--- src/rtl/fetch_pkg.sv ---
// Shared types and constants for the instruction fetch unit.
package fetch_pkg;

    typedef enum logic [1:0] {
        FETCH  = 2'd0,
        VALID  = 2'd1,
        HALTED = 2'd2
    } fetch_state_t;

    localparam logic [31:0] HALT_OPCODE     = 32'hFFFF_FFFF;
    localparam int          BYTES_PER_INSTR = 4;

endpackage

--- src/rtl/fetch_byte_assembler.sv ---
// Four-lane byte staging register plus the presented instruction register.
// The load strobe may coincide with the final lane write; the instruction
// register then takes the merged staging value in the same edge.
module fetch_byte_assembler
    import fetch_pkg::*;
#(
    parameter int BYTE_WIDTH = 8,
    parameter int WORD_SIZE  = 32
) (
    input  logic                  clk,
    input  logic                  rst,
    input  logic                  clr,
    input  logic                  wr_en,
    input  logic [1:0]            wr_lane,
    input  logic [BYTE_WIDTH-1:0] wr_data,
    input  logic                  load,
    output logic [WORD_SIZE-1:0]  instr
);

    logic [BYTES_PER_INSTR-1:0][BYTE_WIDTH-1:0] stage_q;
    logic [BYTES_PER_INSTR-1:0][BYTE_WIDTH-1:0] stage_d;

    // Merge the incoming byte into its lane so a load sees all four bytes.
    always_comb begin
        stage_d = stage_q;
        if (wr_en) begin
            stage_d[wr_lane] = wr_data;
        end
    end

    // Staging lanes: cleared on reset or redirect, otherwise lane-written.
    always_ff @(posedge clk) begin
        if (!rst || clr) begin
            stage_q <= '0;
        end else begin
            stage_q <= stage_d;
        end
    end

    // Presented instruction: changes only when a complete word is loaded.
    always_ff @(posedge clk) begin
        if (!rst) begin
            instr <= '0;
        end else if (load) begin
            instr <= stage_d;
        end
    end

endmodule

--- src/rtl/instruction_fetch_unit.sv ---
// Instruction fetch unit: owns the PC, reads four bytes per instruction from a
// byte-wide 1-cycle-latency memory, presents the little-endian word over a
// valid/ready handshake and accepts branch redirects.
// Optional macro FETCH_HALT_EN: an accepted 32'hFFFF_FFFF word parks the unit
// in HALTED until reset or a branch.
module instruction_fetch_unit
    import fetch_pkg::*;
#(
    parameter int WORD_SIZE  = 32,
    parameter int BYTE_WIDTH = 8,
    parameter int IMEM_DEPTH = 64,
    parameter int ADDR_W     = $clog2(IMEM_DEPTH),
    parameter int RESET_PC   = 0
) (
    input  logic                  clk,
    input  logic                  rst,
    output logic [ADDR_W-1:0]     imem_addr,
    input  logic [BYTE_WIDTH-1:0] imem_rdata,
    output logic [WORD_SIZE-1:0]  instr,
    output logic                  instr_valid,
    input  logic                  instr_ready,
    output logic [ADDR_W-1:0]     pc,
    input  logic                  branch_en,
    input  logic [ADDR_W-1:0]     branch_target,
    output logic                  halted
);

    fetch_state_t      state_q, state_d;
    logic [ADDR_W-1:0] pc_q, pc_d;
    logic [2:0]        cnt_q, cnt_d;
    logic [ADDR_W-1:0] pc_plus4;
    logic [1:0]        addr_off;
    logic              stage_clr;
    logic              stage_wr;
    logic [1:0]        stage_lane;
    logic              instr_load;

    // Sequential word step; wraps explicitly so non-power-of-two depths work.
    assign pc_plus4 = (pc_q == ADDR_W'(IMEM_DEPTH - BYTES_PER_INSTR))
                    ? '0 : pc_q + ADDR_W'(BYTES_PER_INSTR);

    // Byte offset saturates at 3 so the address holds pc+3 once cnt reaches 4.
    assign addr_off  = (cnt_q >= 3'd3) ? 2'd3 : cnt_q[1:0];
    assign imem_addr = pc_q + ADDR_W'(addr_off);

    assign pc          = pc_q;
    assign instr_valid = (state_q == VALID);
`ifdef FETCH_HALT_EN
    assign halted      = (state_q == HALTED);
`else
    assign halted      = 1'b0;
`endif

    // Control state register: state, PC and byte counter.
    always_ff @(posedge clk) begin
        if (!rst) begin
            state_q <= FETCH;
            pc_q    <= ADDR_W'(RESET_PC);
            cnt_q   <= '0;
        end else begin
            state_q <= state_d;
            pc_q    <= pc_d;
            cnt_q   <= cnt_d;
        end
    end

    // Next-state logic; branch overrides fetch progress, handshake and halt.
    always_comb begin
        state_d    = state_q;
        pc_d       = pc_q;
        cnt_d      = cnt_q;
        stage_clr  = 1'b0;
        stage_wr   = 1'b0;
        stage_lane = cnt_q[1:0] - 2'd1;
        instr_load = 1'b0;

        if (branch_en) begin
            state_d   = FETCH;
            pc_d      = branch_target & ~ADDR_W'(3);
            cnt_d     = '0;
            stage_clr = 1'b1;
        end else begin
            case (state_q)
                FETCH: begin
                    stage_wr = (cnt_q != 3'd0);
                    if (cnt_q == 3'd4) begin
                        instr_load = 1'b1;
                        state_d    = VALID;
                    end else begin
                        cnt_d = cnt_q + 3'd1;
                    end
                end
                VALID: begin
                    if (instr_ready) begin
`ifdef FETCH_HALT_EN
                        if (instr == HALT_OPCODE) begin
                            state_d = HALTED;
                        end else begin
                            state_d = FETCH;
                            pc_d    = pc_plus4;
                            cnt_d   = '0;
                        end
`else
                        state_d = FETCH;
                        pc_d    = pc_plus4;
                        cnt_d   = '0;
`endif
                    end
                end
                default: begin
                    state_d = state_q;
                end
            endcase
        end
    end

    fetch_byte_assembler #(
        .BYTE_WIDTH (BYTE_WIDTH),
        .WORD_SIZE  (WORD_SIZE)
    ) u_assembler (
        .clk     (clk),
        .rst     (rst),
        .clr     (stage_clr),
        .wr_en   (stage_wr),
        .wr_lane (stage_lane),
        .wr_data (imem_rdata),
        .load    (instr_load),
        .instr   (instr)
    );

endmodule

--- config.mk ---
export PLATFORM = sky130hd
export DESIGN_NAME = instruction_fetch_unit
export DESIGN_NICKNAME = d
export VERILOG_FILES = /design/src/rtl/fetch_pkg.sv /design/src/rtl/fetch_byte_assembler.sv /design/src/rtl/instruction_fetch_unit.sv
export SDC_FILE = /design/constraint.sdc
export NUM_CORES = 1
export LEC_CHECK = 0
export CAP_MARGIN = 20
export CORE_MARGIN = 4
export CORE_UTILIZATION = 53
export CTS_CLUSTER_DIAMETER = 100
export DETAILED_ROUTE_END_ITERATION = 10
export PLACE_DENSITY = 0.8
export SYNTH_ARGS = -nofsm -noshare
export SYNTH_HDL_FRONTEND = slang
export SYNTH_SLANG_ARGS = --single-unit
export TNS_END_PERCENT = 1
--- constraint.sdc ---
create_clock -name clk -period 2.7 [get_ports clk]
set_clock_uncertainty 0.15 [all_clocks]
set_input_delay 0.54 -clock clk [delete_from_list [all_inputs] [get_ports clk]]
set_output_delay 0.54 -clock clk [all_outputs]
set_load 0.05 [all_outputs]
Yosys cells after proc, flatten, opt, wreduce, memory -nomap -nowiden. Index checks and enable logic that the tools add are counted.

Register bits after elaboration: 75. Bits in latches: 0. Memory bits (writable): 0. Bits in read-only memories: 0. Input bits: 18. Output and inout port bits: 46. Logic and storage cells: 57. Memories: 0.

Add/sub/neg operators: 4. Multiply operators: 0. Div/mod/pow operators: 0. Magnitude comparators: 3. Equality and inequality tests: 6. Shift-type cells: 0. Muxes and demuxes: 21. Bitwise gates (word level): 1. Reduce and logical (&&, ||, !) cells: 13.

Operators with widths (number): $bwmux 32 (1); $mux 32 (1); $mux 6 (4); $demux 8 s2 (1); $mux 8 (1); $add 6x2->6 (1); $add 6x3->6 const B (1); $eq 6x6->1 const B (1); $mux 1 (6); $mux 2 (3); $mux 3 (2); $pmux 3 s2 (1); $reduce_and 3->1 (2); $reduce_bool 2->1 (3); $ne 2x2->1 const B (2); $pmux 2 s2 (1); $reduce_and 2->1 (2); $add 3x1->3 const B (1); $eq 3x3->1 const B (1); $ge 3x2->1 const B (1); $lt 2x3->1 const B (1); $reduce_bool 3->1 (1); $eq 2x1->1 const B (1); $ge 2x1->1 const B (1); 8 further kinds (8).

Logic depth before layout (Yosys ltp). Gate-level depths: netlist of run 1.

Word-level depth: 7. Mapped depth: 8.

Cells and area by module. A second synthesis of run 1 with hierarchy kept.

Cell total of the unflattened synthesis: 288. Area, all modules: 2835.2 sq um.

Modules (own cells, without submodules): fetch_byte_assembler (times used 1, cells an instance 213, area each 2152.1 sq um, sequential area each 1281.2 sq um); instruction_fetch_unit (times used 1, cells an instance 75, area each 683.2 sq um, sequential area each 200.2 sq um).

Worst setup path after synthesis of run 1. No wires, ideal clock.

Kind: flip-flop to output port. Start point: register cnt_q[0]. End point: output imem_addr[3]. Data arrival time: 2.308 ns. Required time: 2.010 ns. Path slack: -0.298 ns. Stages on the path, launching flop included: 8. Buffers on the path: 0. Cell sequence: dfxtp_1 -> ha_1 -> ha_1 -> or3_1 -> ha_1 -> a21oi_1 -> nor2b_1 -> xor2_1.

Word-level cells in the longest chain between the ends: 3.

Ends and longest elaborated chain: start, declared (RTL line instruction_fetch_unit.sv:30) `logic [2:0] cnt_q, cnt_d;`; start signal, assigned (RTL line instruction_fetch_unit.sv:63) `cnt_q <= cnt_d;`; $ge 3x2->1 (RTL line instruction_fetch_unit.sv:43) `assign addr_off = (cnt_q >= 3'd3) ? 2'd3 : cnt_q[1:0];`; $mux 2 * (RTL line instruction_fetch_unit.sv:43); $add 6x2->6 * (RTL line instruction_fetch_unit.sv:44) `assign imem_addr = pc_q + ADDR_W'(addr_off);`; end, declared (RTL line instruction_fetch_unit.sv:17) `output logic [ADDR_W-1:0] imem_addr,`.

Every way passes the cells marked *; elsewhere a longest branch is shown, timed or not.

Worst setup path in the final report of run 1. Same ends and word-level chain as after synthesis.

==> results of run 1 <==
## power by group
| part | total [W] | switching, W | internal [W] |
|---|---|---|---|
| combinational | 0.000299 | 0.000192 | 0.000107 |
| sequential | 0.00111 | 0.0000122 | 0.00110 |
| clock | 0.000737 | 0.000382 | 0.000355 |
## cells in the mapped netlist
library cell and n:
dfxtp_1 74, a21oi_1 39, nand2_1 37, o211a_1 33
mux2i_1 32, nand4_1 32, o31ai_1 32, buf_2 20
buf_6 10, ha_1 10, inv_1 8, clkbuf_1 7
buf_1 6, and3_1 5, buf_4 4, xor2_1 4
nor2_1 3, o21ai_0 3, nand2b_1 2, nand3_1 2
nand3b_1 2, nor2b_1 2, o21bai_1 2, xnor2_1 2
a211o_1 1, a211o_2 1, a211oi_1 1, a21boi_0 1
a22o_1 1, a31o_2 1, and2_2 1, and4bb_1 1
clkbuf_2 1, conb_1 1, fa_1 1, mux2_2 1
nor4bb_1 1, o2111a_1 1, or2_1 1, or3_1 1
## state kept, by name, summed over array words and instances, names as in the netlist
name / cells
pc: 6
state_q: 1
u_assembler.stage_q: 32
u_assembler.instr: 32
cnt_q: 3
## cell families after synthesis
group                      Yosys count  synth area share
adders and majority gates           11           0.03951
other                                1          0.001021
muxes                               33           0.09026
xor gates and xnor gates             6           0.01431
DFF                                 74            0.4033
AOI/OAI and AO/OA                  116            0.2337
buffers and inverters               56           0.08890
and+or+nand+nor                     90            0.1291
## layer usage
| layer | wire (um) | vias to the layer above |
|---|---|---|
| li1 | - | 1499 |
| met1 | 3796 | 1489 |
| met2 | 4095 | 105 |
| met3 | 612 | 14 |
| met4 | 163 | 0 |
| met5 | 0 | - |
## final timing paths
check                                              from                 endpoint  depth (start not counted)
worst min register to register  u_assembler.stage_q[10]  u_assembler.stage_q[10]                          2
worst max register to register                 cnt_q[0]    u_assembler.instr[13]                          7
worst max-delay path                           cnt_q[0]             imem_addr[3]                          8
worst min-delay path            u_assembler.stage_q[10]  u_assembler.stage_q[10]                          2
## critical path, delay by kind of cell, from the launching register on
| kind | cells | cell delay [ns] |
|---|---|---|
| DFF | 1 | 0.34 |
| adders and majority gates | 3 | 0.59 |
| buffers and inverters | 1 | 0.17 |
| AOI/OAI and AO/OA | 1 | 0.06 |
| xor gates and xnor gates | 1 | 0.21 |
| and+or+nand+nor | 2 | 0.51 |
## placed cells by master (no fill, tap or decap), drive strengths merged, types with 3 or more instances in the layout
cell,synthesis,layout
nand2,37,37
buf,40,24
o21ai,3,3
and3,5,5
ha,10,10
clkbuf,8,13
clkinv,0,3
nor2,3,3
xor2,4,4
o31ai,32,32
mux2i,32,32
o211a,33,33
clkdlybuf4s50,0,54
nand4,32,32
a21oi,39,39
inv,8,8
dfxtp,74,74
## area by class of cell
cell class	instances	area (um2)
Clock buffer	13	148.9
Clock inverter	3	15.01
Fill cell	550	2231
Inverter	8	30.03
Multi-Input combinational cell	257	1952
Sequential cell	74	1484
Tap cell	80	100.1
Timing Repair Buffer	78	795.8
## stage by stage
stage	setup WS [ns]	TNS, ns	power, W
6_report	-0.2319	-0.6951	0.002149
5_1_grt	-0.3018	-1.062	0.002243
4_1_cts	-0.2666	-0.9184	0.002174
2_1_floorplan	-0.07673	-0.1700	0.001337
3_3_place_gp	0.06080	0	0.001426
3_5_place_dp	-0.06105	-0.08321	0.001429
## what timing repair did
item / in CTS / in global routing
resized for setup: 9 / 4
gates cloned: 0 / 0
setup endpoints to repair: 5 / 5
pin swaps: 2 / 1
==> flow_metrics.tcl, run 1 <==
set metrics [dict create \
    routed_via_density 6.057 \
    clk_latency_ns 0.35 \
    die_w_um 91.26 \
    drtIter0Drc 305 \
    ys_warn_count 0 \
    gr-usage-met3 0.06711 \
    status "complete, but fails checks" \
    synth_cell_types 40 \
    synth.cell_area_um2 3674 \
    drtAntennaViolNets 0 \
    fin_crit_sh 1.086 \
    fp.dieArea_um2 8327 \
    syn_area_per_cell_um2 9.492 \
    hpwl_um 5784 \
    core_area_um2 6756 \
    grt-ovfl-total 0 \
    ys_ff_latch 74 \
    path_common_cell "ha_4" \
    path_cells "ha_4 > ha_4 > or3_4 > ha_4 > a21oi_4 > nor2b_2 > xor2_2 > buf_12" \
    htreeDepth 3 \
    slowest_stage "or3_4" \
    drtPass1Iterations 4 \
    cts.clk_slew.worst_paths_ns 0.07 \
    syn_inst 387 \
    fin_util 0.6698 \
    final_area_um2 4526 \
    area.growth.synth_to_final_pct 23.19 \
    fp.dieH_um 91.26 \
    vias 3107 \
    cts_setup_buffers 0 \
    synth_fp_nets 416 \
    grt_first_pass_wirelength_um 14480 \
    hold_slack_ns 0.3193 \
    timing_worst_setup_path_type "flop to output port" \
    hp-class "flop to flop" \
    p_leak_nw 1.956 \
    violations "negative setup slack" \
    antenna_found_initial 0 \
    ys_seq_area_frac 0.4033 \
    cts_root_buf "clkbuf_8" \
    wire_per_inst_um 16.90 \
    grt_util_met1 0.2746 \
    clock_path_buffers 2 \
    routed_wl_um 8668 \
    finalHoldViolCount 0 \
    top_usage_layer "met2" \
    drive_gt1_frac 0.1293 \
    critPathRequiredTime_ns 2.01 \
    fmax_ghz 0.3411 \
    port_buffers 60 \
    grt_usage 0.2151 \
    dp_cells 497 \
    irDropWorstVdd_mv 0.2812 \
    synthTopCellsByArea "dfxtp_1 (40%), o211a_1 (9.0%), mux2i_1 (8.7%), o31ai_1 (6.5%), nand4_1 (5.4%)" \
    arrival_ns 2.24 \
    rsz0062_at_grt "true" \
    gp_congestion 0.7660 \
    grt_max_degree 35 \
    num_antenna_cells 0 \
    placed_cell_area_um2 4298 \
    met2_usage 0.3403 \
    cp_slowest_stage_delay_ns 0.35 \
    slew_headroom 0.6576 \
    fin_crit_ns 2.932 \
    r2r_slack_ns 0.64 \
    maxCapViolCount 0 \
    nets 457 \
    cp-start-kind "flop" \
    cts_tree "yes" \
    setup_viol 5 \
    synth.top_cell.area_share 0.4033 \
    finalNonFillerCells 513 \
    drc_errors 0 \
    end_kind "output port" \
    cts_num_sinks 74 \
    grt_pass1_vias 2958 \
    cts_buffers 9 \
    start_util 0.5437 \
    ios 64 \
    p_per_area_nw_per_um2 474.9 \
    synth_top_area_cell "dfxtp_1" \
    finalMaxSlewViolations 0 \
    ctsHoldBuffers 0 \
    worst_pin_slew_ns 0.5120 \
    setup_slack_ns -0.2319 \
    cp_max_fo 2 \
    rows 30 \
]
Note: power is estimated with default switching activity, not from simulation.
==> run 2, diff against run 1 <==
--- a/config.mk
+++ b/config.mk
@@ -9,6 +9,7 @@
 export CORE_MARGIN = 4
 export CORE_UTILIZATION = 53
 export CTS_CLUSTER_DIAMETER = 100
+export CTS_CLUSTER_SIZE = 8
 export DETAILED_ROUTE_END_ITERATION = 10
 export PLACE_DENSITY = 0.8
 export SYNTH_ARGS = -nofsm -noshare
==> results of run 2 <==
The final DEF is identical to that of run 1; final timing and power are the same.
